==> src/rtl/stochastic_pkg.sv <==
// stochastic_pkg: FSM states, LFSR taps/seeds and shift helpers shared by the stochastic processor array
package stochastic_pkg;

    typedef enum logic [2:0] {S_IDLE, S_ENC, S_STREAM, S_DEC, S_DONE} state_t;

    localparam logic [15:0] R_SEED = 16'h0001;
    localparam logic [15:0] S_SEED = 16'hACE1;

    function automatic logic [15:0] r_taps(input int w);
        case (w)
            3:       return 16'h0006;
            4:       return 16'h000C;
            5:       return 16'h0014;
            6:       return 16'h0030;
            7:       return 16'h0060;
            8:       return 16'h00B8;
            9:       return 16'h0110;
            10:      return 16'h0240;
            11:      return 16'h0500;
            12:      return 16'h0829;
            13:      return 16'h100D;
            14:      return 16'h2015;
            15:      return 16'h6000;
            default: return 16'hD008;
        endcase
    endfunction

    // reciprocal polynomials of r_taps, so the select stream is decorrelated from the threshold stream
    function automatic logic [15:0] s_taps(input int w);
        case (w)
            3:       return 16'h0005;
            4:       return 16'h0009;
            5:       return 16'h0012;
            6:       return 16'h0021;
            7:       return 16'h0041;
            8:       return 16'h008E;
            9:       return 16'h0108;
            10:      return 16'h0204;
            11:      return 16'h0402;
            12:      return 16'h0CA0;
            13:      return 16'h1B00;
            14:      return 16'h3500;
            15:      return 16'h4001;
            default: return 16'h8805;
        endcase
    endfunction

    function automatic int enc_shift(input int q_w, input int d_w);
        return q_w - d_w;
    endfunction

    function automatic int stoch_shift(input int q_w, input int l, input int n);
        return q_w - l + $clog2(n);
    endfunction

endpackage

==> src/rtl/stochastic_mux_adder.sv <==
// stochastic_mux_adder: per-operand stream generators, random operand select and two ones counters
module stochastic_mux_adder
    import stochastic_pkg::*;
#(
    parameter int N_OPS = 2,
    parameter int Q_W   = 10,
    parameter int L     = 10
)(
    input  logic               clk,
    input  logic               rst,
    input  logic               load,
    input  logic               en,
    input  logic [N_OPS*Q_W-1:0] a_vec,
    input  logic [N_OPS*Q_W-1:0] b_vec,
    output logic [L:0]         cnt_a,
    output logic [L:0]         cnt_b
);

    localparam int LG = $clog2(N_OPS);
    localparam logic [L-1:0] RT = L'(r_taps(L));
    localparam logic [L-1:0] ST = L'(s_taps(L));
    localparam logic [L-1:0] RS = L'(R_SEED);
    localparam logic [L-1:0] SS = L'(S_SEED);

    logic [L-1:0]     r, s;
    logic [N_OPS-1:0] bit_a, bit_b;
    logic [LG-1:0]    sel;

    always_comb begin
        bit_a = '0;
        bit_b = '0;
        for (int i = 0; i < N_OPS; i++) begin
            bit_a[i] = a_vec[i*Q_W + Q_W-1 -: L] > r;
            bit_b[i] = b_vec[i*Q_W + Q_W-1 -: L] > r;
        end
    end

    assign sel = s[LG-1:0];

    always_ff @(posedge clk) begin
        if (rst || load) begin
            r     <= RS;
            s     <= SS;
            cnt_a <= '0;
            cnt_b <= '0;
        end else if (en) begin
            r     <= {r[L-2:0], ^(r & RT)};
            s     <= {s[L-2:0], ^(s & ST)};
            cnt_a <= cnt_a + {{L{1'b0}}, bit_a[sel]};
            cnt_b <= cnt_b + {{L{1'b0}}, bit_b[sel]};
        end
    end

endmodule

==> src/rtl/stochastic_processor_array.sv <==
// stochastic_processor_array: encrypts operands, sums ciphertexts exactly or by stochastic MUX add, decrypts
module stochastic_processor_array
    import stochastic_pkg::*;
#(
    parameter int N_OPS  = 2,
    parameter int DATA_W = 8,
    parameter int Q_W    = 10,
    parameter int L      = 10,
    parameter logic [Q_W-1:0] SK = Q_W'(3)
)(
    input  logic                    clk,
    input  logic                    rst,
    input  logic                    start,
    input  logic                    mode,
    input  logic [N_OPS*DATA_W-1:0] bytes_in,
    input  logic [N_OPS*Q_W-1:0]    pk_in,
    output logic [2*Q_W-1:0]        ct_sum,
    output logic [DATA_W-1:0]       res,
    output logic                    busy,
    output logic                    done
);

    localparam int DS = enc_shift(Q_W, DATA_W);
    localparam int SS = stoch_shift(Q_W, L, N_OPS);
    localparam logic [Q_W-1:0] HALF = Q_W'(1) << (DS - 1);

    state_t                  state;
    logic                    mode_q;
    logic [N_OPS*DATA_W-1:0] m_q;
    logic [N_OPS*Q_W-1:0]    pk_q, a_r, b_r;
    logic [L-1:0]            step;
    logic [L:0]              cnt_a, cnt_b;
    logic [Q_W-1:0]          sum_a, sum_b, sa, sb, ca, cb, diff, rnd;
    logic [DATA_W-1:0]       res_n;

    stochastic_mux_adder #(.N_OPS(N_OPS), .Q_W(Q_W), .L(L)) u_mux (
        .clk   (clk),
        .rst   (rst),
        .load  (state == S_ENC),
        .en    (state == S_STREAM),
        .a_vec (a_r),
        .b_vec (b_r),
        .cnt_a (cnt_a),
        .cnt_b (cnt_b)
    );

    always_comb begin
        sum_a = '0;
        sum_b = '0;
        for (int i = 0; i < N_OPS; i++) begin
            sum_a = sum_a + a_r[i*Q_W +: Q_W];
            sum_b = sum_b + b_r[i*Q_W +: Q_W];
        end
        sa    = Q_W'(cnt_a) << SS;
        sb    = Q_W'(cnt_b) << SS;
        ca    = mode_q ? sa : sum_a;
        cb    = mode_q ? sb : sum_b;
        diff  = cb - ca * SK;
        rnd   = diff + HALF;
        res_n = rnd[Q_W-1 -: DATA_W];
    end

    always_ff @(posedge clk) begin
        if (rst) begin
            state  <= S_IDLE;
            ct_sum <= '0;
            res    <= '0;
            mode_q <= 1'b0;
            step   <= '0;
        end else begin
            case (state)
                S_IDLE: if (start) begin
                    state  <= S_ENC;
                    mode_q <= mode;
                end
                S_ENC: begin
                    state <= mode_q ? S_STREAM : S_DEC;
                    step  <= '0;
                end
                S_STREAM: begin
                    step <= step + 1'b1;
                    if (&step) state <= S_DEC;
                end
                S_DEC: begin
                    state  <= S_DONE;
                    ct_sum <= {ca, cb};
                    res    <= res_n;
                end
                default: state <= S_IDLE;
            endcase
        end
    end

    // operand and ciphertext registers need no reset: they are always written before use
    always_ff @(posedge clk) begin
        if (!rst && state == S_IDLE && start) begin
            m_q  <= bytes_in;
            pk_q <= pk_in;
        end
        if (state == S_ENC)
            for (int i = 0; i < N_OPS; i++) begin
                a_r[i*Q_W +: Q_W] <= pk_q[i*Q_W +: Q_W];
                b_r[i*Q_W +: Q_W] <= pk_q[i*Q_W +: Q_W] * SK + {m_q[i*DATA_W +: DATA_W], {DS{1'b0}}};
            end
    end

    assign busy = state != S_IDLE;
    assign done = state == S_DONE;

endmodule

==> config.mk <==
export PLATFORM = sky130hd
export DESIGN_NAME = stochastic_processor_array
export DESIGN_NICKNAME = d
export VERILOG_FILES = /design/src/rtl/stochastic_pkg.sv /design/src/rtl/stochastic_mux_adder.sv /design/src/rtl/stochastic_processor_array.sv
export SDC_FILE = /design/constraint.sdc
export NUM_CORES = 1
export LEC_CHECK = 0
export ABC_AREA = 0
export BUFFER_PORTS_ARGS = -buffer_cell sky130_fd_sc_hd__clkbuf_2
export CAP_MARGIN = 20
export CELL_PAD_IN_SITES_DETAIL_PLACEMENT = 2
export CELL_PAD_IN_SITES_GLOBAL_PLACEMENT = 2
export CORE_MARGIN = 2
export CORE_UTILIZATION = 44
export CTS_BUF_LIST = sky130_fd_sc_hd__clkbuf_8
export CTS_CLUSTER_SIZE = 28
export DETAILED_ROUTE_END_ITERATION = 7
export GPL_TIMING_DRIVEN = 0
export PLACE_DENSITY = 0.88
export SLEW_MARGIN = 20
export SYNTH_ARGS = -nofsm -noshare
export SYNTH_HDL_FRONTEND = slang
export SYNTH_HIERARCHICAL = 1
export SYNTH_SLANG_ARGS = --single-unit
export TNS_END_PERCENT = 10
==> constraint.sdc <==
create_clock -name clk -period 10.1 [get_ports clk]
set_input_delay 1.515 -clock clk [delete_from_list [all_inputs] [get_ports clk]]
set_output_delay 1.515 -clock clk [all_outputs]
set_load 0.02 [all_outputs]
# Word level (Yosys, flattened, before mapping)
# Index checks and enable logic that the tools add are counted.
# totals
regBits	160
latchBits	0
ram_bits	0
rom_bits	0
inputBits	40
output_inout_bits	30
wordCells	59
mem_count	0
# op_classes
add_sub_neg	9
multipliers	3
div_mod_pow	0
order_cmp	5
n_eq_ne	6
n_shift	0
mux	11
bitwise	0
reduce_logical	12
# op_table
operator	n
10-bit adder	4
10-bit greater-than comparator	4
10-bit by 2-bit multiplier with 10-bit output (second input constant)	3
11-bit by 1-bit adder with 11-bit output	2
10-bit 2-to-1 mux	2
10-bit one-hot mux with 2 select lines	1
10-bit XOR reduction	2
3-bit one-hot mux with 4 select lines	1
10-bit by 1-bit adder with 10-bit output (second input constant)	1
10-bit by 2-bit adder with 10-bit output (second input constant)	1
10-bit AND reduction	1
10-bit subtractor	1
3-bit by 2-bit equality test with 1-bit output (second input constant)	2
3-bit 2-to-1 mux	2
1-bit 2-to-1 mux	5
2-bit inequality test (second input constant)	2
2-bit AND reduction	2
3-bit by 1-bit equality test with 1-bit output (second input constant)	1
3-bit equality test (second input constant)	1
3-bit zero test	1
3-bit nonzero test	1
1-bit logical AND	2
1-bit by 2-bit < comparator with 1-bit output (second input constant)	1
2-bit nonzero test	1
other kinds (2)	2

# Depth between registers and ports, before layout
# Gate-level depths: netlist of the first run.
# depth
depth_word	5
ltp_mapped	20
mapped_depth_nobuf	20

# Hierarchy
# The synthesis of the first run kept the hierarchy.
# modules_own_cells
mod	n_inst	cells_per_inst	area_per_inst_um2	seq_area_each_um2
stochastic_processor_array	1	561	6261.0	3042.9
stochastic_mux_adder	1	293	2628.8	840.8

# Worst setup path after synthesis of the first run
# No wires, ideal clock.
# synth_path
path_kind	flip-flop to flip-flop
startpoint	reg a_r[0]
endpoint	reg res[7]
setup_ns	0.079
arrival_time_ns	4.534
t_required_ns	10.021
setup_slack_ns	5.487
path_stages_with_launch	19
path_buffers	0
synth_period_minus_slack_ns	4.613
cell_sequence	edfxtp_1 ha_1 fa_1 a211oi_1 o21ai_0 a21oi_1 xor2_1 o21ai_0 fa_1 inv_1 ha_1 ha_1 inv_1 o221ai_1 o41ai_1 xnor2_1 xnor2_1 xnor3_1 a211oi_2
# synth_between
elab_chain_cells	5
# synth_lines
element	line	source
from (decl)	stochastic_processor_array.sv:30	logic [N_OPS*Q_W-1:0] pk_q, a_r, b_r;
from (signal, indexed assignment)	stochastic_processor_array.sv:102	a_r[i*Q_W +: Q_W] <= pk_q[i*Q_W +: Q_W];
10-bit adder	stochastic_processor_array.sv:51	sum_a = sum_a + a_r[i*Q_W +: Q_W];
10-bit 2-to-1 mux	stochastic_processor_array.sv:56	ca = mode_q ? sa : sum_a;
net ca[6]	stochastic_processor_array.sv:33	logic [Q_W-1:0] sum_a, sum_b, sa, sb, ca, cb, diff, rnd;
10-bit by 2-bit multiplier with 10-bit output	stochastic_processor_array.sv:58	diff = cb - ca * SK;
10-bit subtractor	stochastic_processor_array.sv:58	
10-bit by 2-bit adder with 10-bit output	stochastic_processor_array.sv:59	rnd = diff + HALF;
to (signal assigned)	stochastic_processor_array.sv:87	res <= res_n;
to (decl)	stochastic_processor_array.sv:18	output logic [DATA_W-1:0] res,
# The timed path passes the listed nets, and every way through them passes these cells.
# A chain may end at the register's enable or synchronous reset.

# Worst setup path in the final report of the first run
# layout_path
startpoint	reg a_r[10]
endpoint	reg res[7]
# Same word-level chain as after synthesis.

==> metrics, run 1 <==
status=finished, final reports clean; worst path cell trace=ha_1 > fa_1 > a211oi_1 > o21ai_0 > a21oi_1 > xor2_1 > o21ai_0 > fa_1 > inv_1 > ha_1 > ha_1 > inv_1 > o221ai_1 > o41ai_1 > xnor2_1 > xnor2_1 > xnor3_1 > a211oi_2; initial core utilization=44.76%; I/O Buffers=69; setup bufs post-CTS=0; Clock Path Buffers=2; Vias/cell=about 5.6; GR Util met2=50.14%; CP max stage delay=between 0.5 and 0.6 ns; synth warn=6; Die Y-Extent=~140 um; IO Count=70; routability congestion estimate=~0.86; hold buffers post-CTS=0; Worst-path clk slew=0.10 ns; WP data arrival=6.13 ns; fmax=175.0 MHz; die area=20940 um2; Crit Path Max Fanout=6; clk root buf=clkbuf_8; Cell Rows=51; total routed wirelength=26790 um; final worst slack=4.384 ns; dpl cell area=9452 um2; initial drt markers=242; CTS resizes=0; Detail Route Antenna Nets=0; Worst Tran Pin Value=0.6848 ns; core area=19460 um2; Fin Hold WS=0.4560 ns; CP max-delay cell=o41ai_1; largest net degree at the start of global routing=31; Final Cell Area=around 9900 um2; most frequent cell on the critical path=ha_1; Detailed Routing Iterations Pass 1=6; endpoints failing hold=0; Tightest Hold Check Type=flop to flop; vias in the first global route=7560; CP Class=flop to flop; initial antenna violation count=0; HPWL after DPL=19890 um; RSZ-0062 raised after global routing=false; layout cells sized above 1=between 10 and 15%; gr busiest metal=met2; worst slack at placement=around 4.6 ns; critical path required time=around 11 ns; max_cap viols=0; final setup vio count=0; first-pass GRT wire length=41630 um; crit share post-route=56.59%; met1 GRT Util=between 20 and 30%; Synth Instances=834; CTS buffer count=17; DRC Markers=0; TritonCTS clock tree=done; CTS sink count=about 150; CP startpoint kind=flop; Synth Area per Inst=10.45 um2; Mapped Area=between 8000 and 9000 um2; nets=around 1100; TNS Setup=0 ns; clk_lat worst skew=0.50 ns; Post-Syn Nets=between 900 and 1000; gr usage total=26.90%; max-slew violations=0; gr ovfl total=0; Final Critical Period=~5.7 ns; Die Width=144.7 um; Layout Skew=0.01622 ns; vias after detailed routing=about 6700; H-Tree Depth=4; Slew Limit Headroom=54.35%; n_diodes=0; Synth-to-Final Area Change=13.07%; wire per inst=around 22 um; Worst setup EP type=flop; GR Layer Usage met3=4.607%
[final timing paths]
| kind | startpoint | to | slack [ns] | cells past startpoint |
|---|---|---|---|---|
| setup reg to reg | a_r[10]$_DFFE_PP_ | res[7]$_SDFFE_PP0P_ | 4.38 | 18 |
| hold reg to reg | res[5]$_SDFFE_PP0P_ | res[5]$_SDFFE_PP0P_ | 0.46 | 2 |
| setup / recovery | a_r[10]$_DFFE_PP_ | res[7]$_SDFFE_PP0P_ | 4.38 | 18 |
| hold / removal | res[5]$_SDFFE_PP0P_ | res[5]$_SDFFE_PP0P_ | 0.46 | 2 |
[sequential cells by signal (all words and copies together) (netlist names)]
signal,flops
pk_q,20
u_mux/s,10
u_mux/r,10
step,10
a_r,20
ct_sum,19
b_r,18
u_mux/cnt_b,9
u_mux/cnt_a,9
mode_q,1
res,8
state,3
m_q,16
[routing by layer]
layer / up-vias / part of all wire [%]
li1: 3148 / -
met1: 3356 / 40
met2: 156 / 53
met3: 65 / 2.8
met4: 0 / 4.2
met5: - / 0
[worst max-delay path: cells and delay by family, from the launching register on]
family	cells	cell delay, ns
buf+inv	2	0.21
compound gates	7	2.26
xor+xnor	4	0.73
fa+ha+maj	5	1.91
flops	1	0.50
[layout by cell type (no fill, tap or decap), types with 17 or more instances in the layout]
master and count:
nand2_1 65, clkbuf_2 69, inv_1 64, o21ai_0 45, xnor2_1 28, a21oi_1 49
dfxtp_1 79, edfxtp_1 74, fa_1 27, ha_1 92, nor2_1 80, a211oi_1 23
xor2_1 18, clkbuf_8 17, mux2i_1 23
[cell type report]
cell class              instances  area [um2]
flip-flops and latches        153        3804
clock inverters                15       165.2
fillers                      1987        9612
well taps                     265       331.6
plain buffers                  26       118.9
clock buffers                  17       234.0
multi-input cells             590        4558
inverters                      65       244.0
repair buffers                 74       395.4
[through the flow]
step | util (%) | std cells
2_1_floorplan | - | 834
3_3_place_gp | 48.24 | 1168
3_5_place_dp | 48.56 | 1173
4_1_cts | 50.61 | 1205
5_1_grt | 50.61 | 1205
6_report | 50.61 | 1205
Power of run 1 is left out: the tool's default activity adds up to more than one toggle a clock period on the data nets, which glitch-free logic cannot reach.
==> run 2, diff against run 1 <==
- CORE_UTILIZATION: 44 -> 41
- PLACE_DENSITY: 0.88 -> 0.82
- clock period: 10.1 -> 5.9 ns (I/O delays scaled with it)
==> run 2 against run 1 <==
Net effect:
- flip-flop and latch count unchanged
- via count decreased by 2.3%
- critical endpoint unchanged
- highest routed layer unchanged
- clock skew increased by 0.0039 ns
==> metrics, run 2 (synthesis results as in run 1) <==
status=finished, final reports clean; final setup vio count=0 (unchanged); layout cells sized above 1=14.57% (unchanged); nets=1086 (unchanged); most frequent cells in the layout=ha_1, nor2_1, dfxtp_1; Worst-path clk slew=0.10 ns (about the same); largest net degree at the start of global routing=31 (unchanged); wire per inst=20.82 um (-6.3%); Die Width=149.8 um (+3.5%); Final Cell Area=9847 um2 (about the same); Fillers=2255 (+13%); Final Critical Period=5.377 ns (-0.3388 ns); max_cap viols=0 (unchanged); crit share post-route=91.14% (+35 points); Detailed Routing Iterations Pass 1=4 (-2); endpoints failing hold=0 (unchanged); TritonCTS clock tree=done; IO Count=70 (unchanged); Final Core Density=46.99% (-3.6 points); top flop regs=a_r: 20 flops, pk_q: 20 flops, ct_sum: 19 flops; DRC Markers=0 (unchanged); core area=20960 um2 (+7.7%); gr ovfl total=0 (unchanged); critical path required time=6.30 ns (-4.21 ns); setup bufs post-CTS=0 (unchanged); Slew Limit Headroom=44.32% (-10 points); CTS sink count=153 (unchanged); Cell Rows=53 (+3.9%); CP Class=flop to flop; Clock Path Buffers=2 (unchanged); vias after detailed routing=6571 (-2.3%); commonest non-fill, non-tap cell in the layout=ha_1; n_diodes=0 (unchanged); initial drt markers=163 (-33%); clk root buf=clkbuf_8; hold buffers post-CTS=0 (unchanged); die area=22430 um2 (+7.1%); initial core utilization=41.58% (-3.2 points); Crit Path Max Fanout=6 (unchanged); Vias/cell=5.408 (-3.1%); H-Tree Depth=4 (unchanged); WP data arrival=5.78 ns (-0.35 ns); clk_lat worst skew=0.48 ns (-0.02 ns); RSZ-0062 raised after global routing=false; initial antenna violation count=0 (unchanged); I/O Buffers=69 (unchanged); Worst setup EP type=flop; CP startpoint kind=flop; dpl cell area=9464 um2 (+0.13%); register area=3804 um2 (unchanged); fmax=186.0 MHz (+6.3%); total routed wirelength=25300 um (-5.6%); CTS resizes=0 (unchanged); Tightest Hold Check Type=flop to flop; Die Y-Extent=149.8 um (+3.5%); TNS Setup=0 ns (unchanged); Detail Route Antenna Nets=0 (unchanged); Synth-to-Final Area Change=13.03% (about the same); vias in the first global route=7370 (-2.5%); Worst Tran Pin Value=0.8316 ns (+0.1468 ns); Multi-input gate area=4558 um2 (unchanged); first-pass GRT wire length=40040 um (-3.8%); routability congestion estimate=0.8254 (-3.6%); Layout Skew=0.02015 ns (+0.003928 ns); CTS buffer count=17 (unchanged); gr usage total=23.89% (-3.0 points); HPWL after DPL=19350 um (-2.7%); max-slew violations=0 (unchanged)
-- run 2: cell types whose count changed in the layout (fill, tap and decap cells not counted) --
| cell | previous run | this run |
|---|---|---|
| o21ai_0 | 45 | 44 |
| clkinv_8 | 2 | 1 |
| clkinv_4 | 0 | 2 |
| clkinvlp_4 | 0 | 1 |
| inv_6 | 5 | 4 |
| o21ai_1 | 0 | 1 |
| inv_12 | 1 | 0 |
-- run 2: per-stage QoR --
stage                     setup WS (ns)  hold WS (ns)  cells
final                            0.5229        0.4636   1215
after CTS                        0.3022        0.4650   1215
after global routing             0.1757        0.4941   1215
after detailed placement         0.4116        0.4460   1183
after floorplan                   1.287        0.4334    834
after global placement          -0.3513        0.4435   1178
-- run 2: layout make-up --
class / count / area share (%)
plain buffers: 26 / 1.207
well taps: 275 / 3.494
multi-input cells: 590 / 46.29
clock inverters: 15 / 1.512
inverters: 65 / 2.478
repair buffers: 74 / 4.015
clock buffers: 17 / 2.376
flip-flops and latches: 153 / 38.63
-- run 2: worst max-delay path, stage by stage (launching register included) --
cell	delay, ns
edfxtp_1	0.53
ha_1	0.34
fa_1	0.46
a211oi_1	0.40
o21ai_0	0.16
a21oi_1	0.19
xor2_1	0.24
o21ai_1	0.21
fa_1	0.57
inv_1	0.04
ha_1	0.29
ha_1	0.33
inv_1	0.12
o221ai_1	0.16
o41ai_1	0.44
xnor2_1	0.19
xnor2_1	0.14
xnor3_1	0.25
a211oi_2	0.21
-- run 2: per-layer routing --
layer / global-route usage [%] / up-vias / share of wire (%)
met1: 26.73 / 3256 / 41
met5: 0 / - / 0
met4: 9.151 / 0 / 2.9
met2: 45.02 / 121 / 53
met3: 4.085 / 46 / 2.9
li1: - / 3148 / -
-- run 2: path summary, 6_finish.rpt --
kind	depth (start not counted)	slack (ns)	from	end
worst max-delay path	18	0.52	a_r[10]$_DFFE_PP_	res[7]$_SDFFE_PP0P_
worst min-delay path	2	0.46	res[5]$_SDFFE_PP0P_	res[5]$_SDFFE_PP0P_
worst max register to register	18	0.52	a_r[10]$_DFFE_PP_	res[7]$_SDFFE_PP0P_
worst min register to register	2	0.46	res[5]$_SDFFE_PP0P_	res[5]$_SDFFE_PP0P_
Power of run 2 is left out for the same reason.
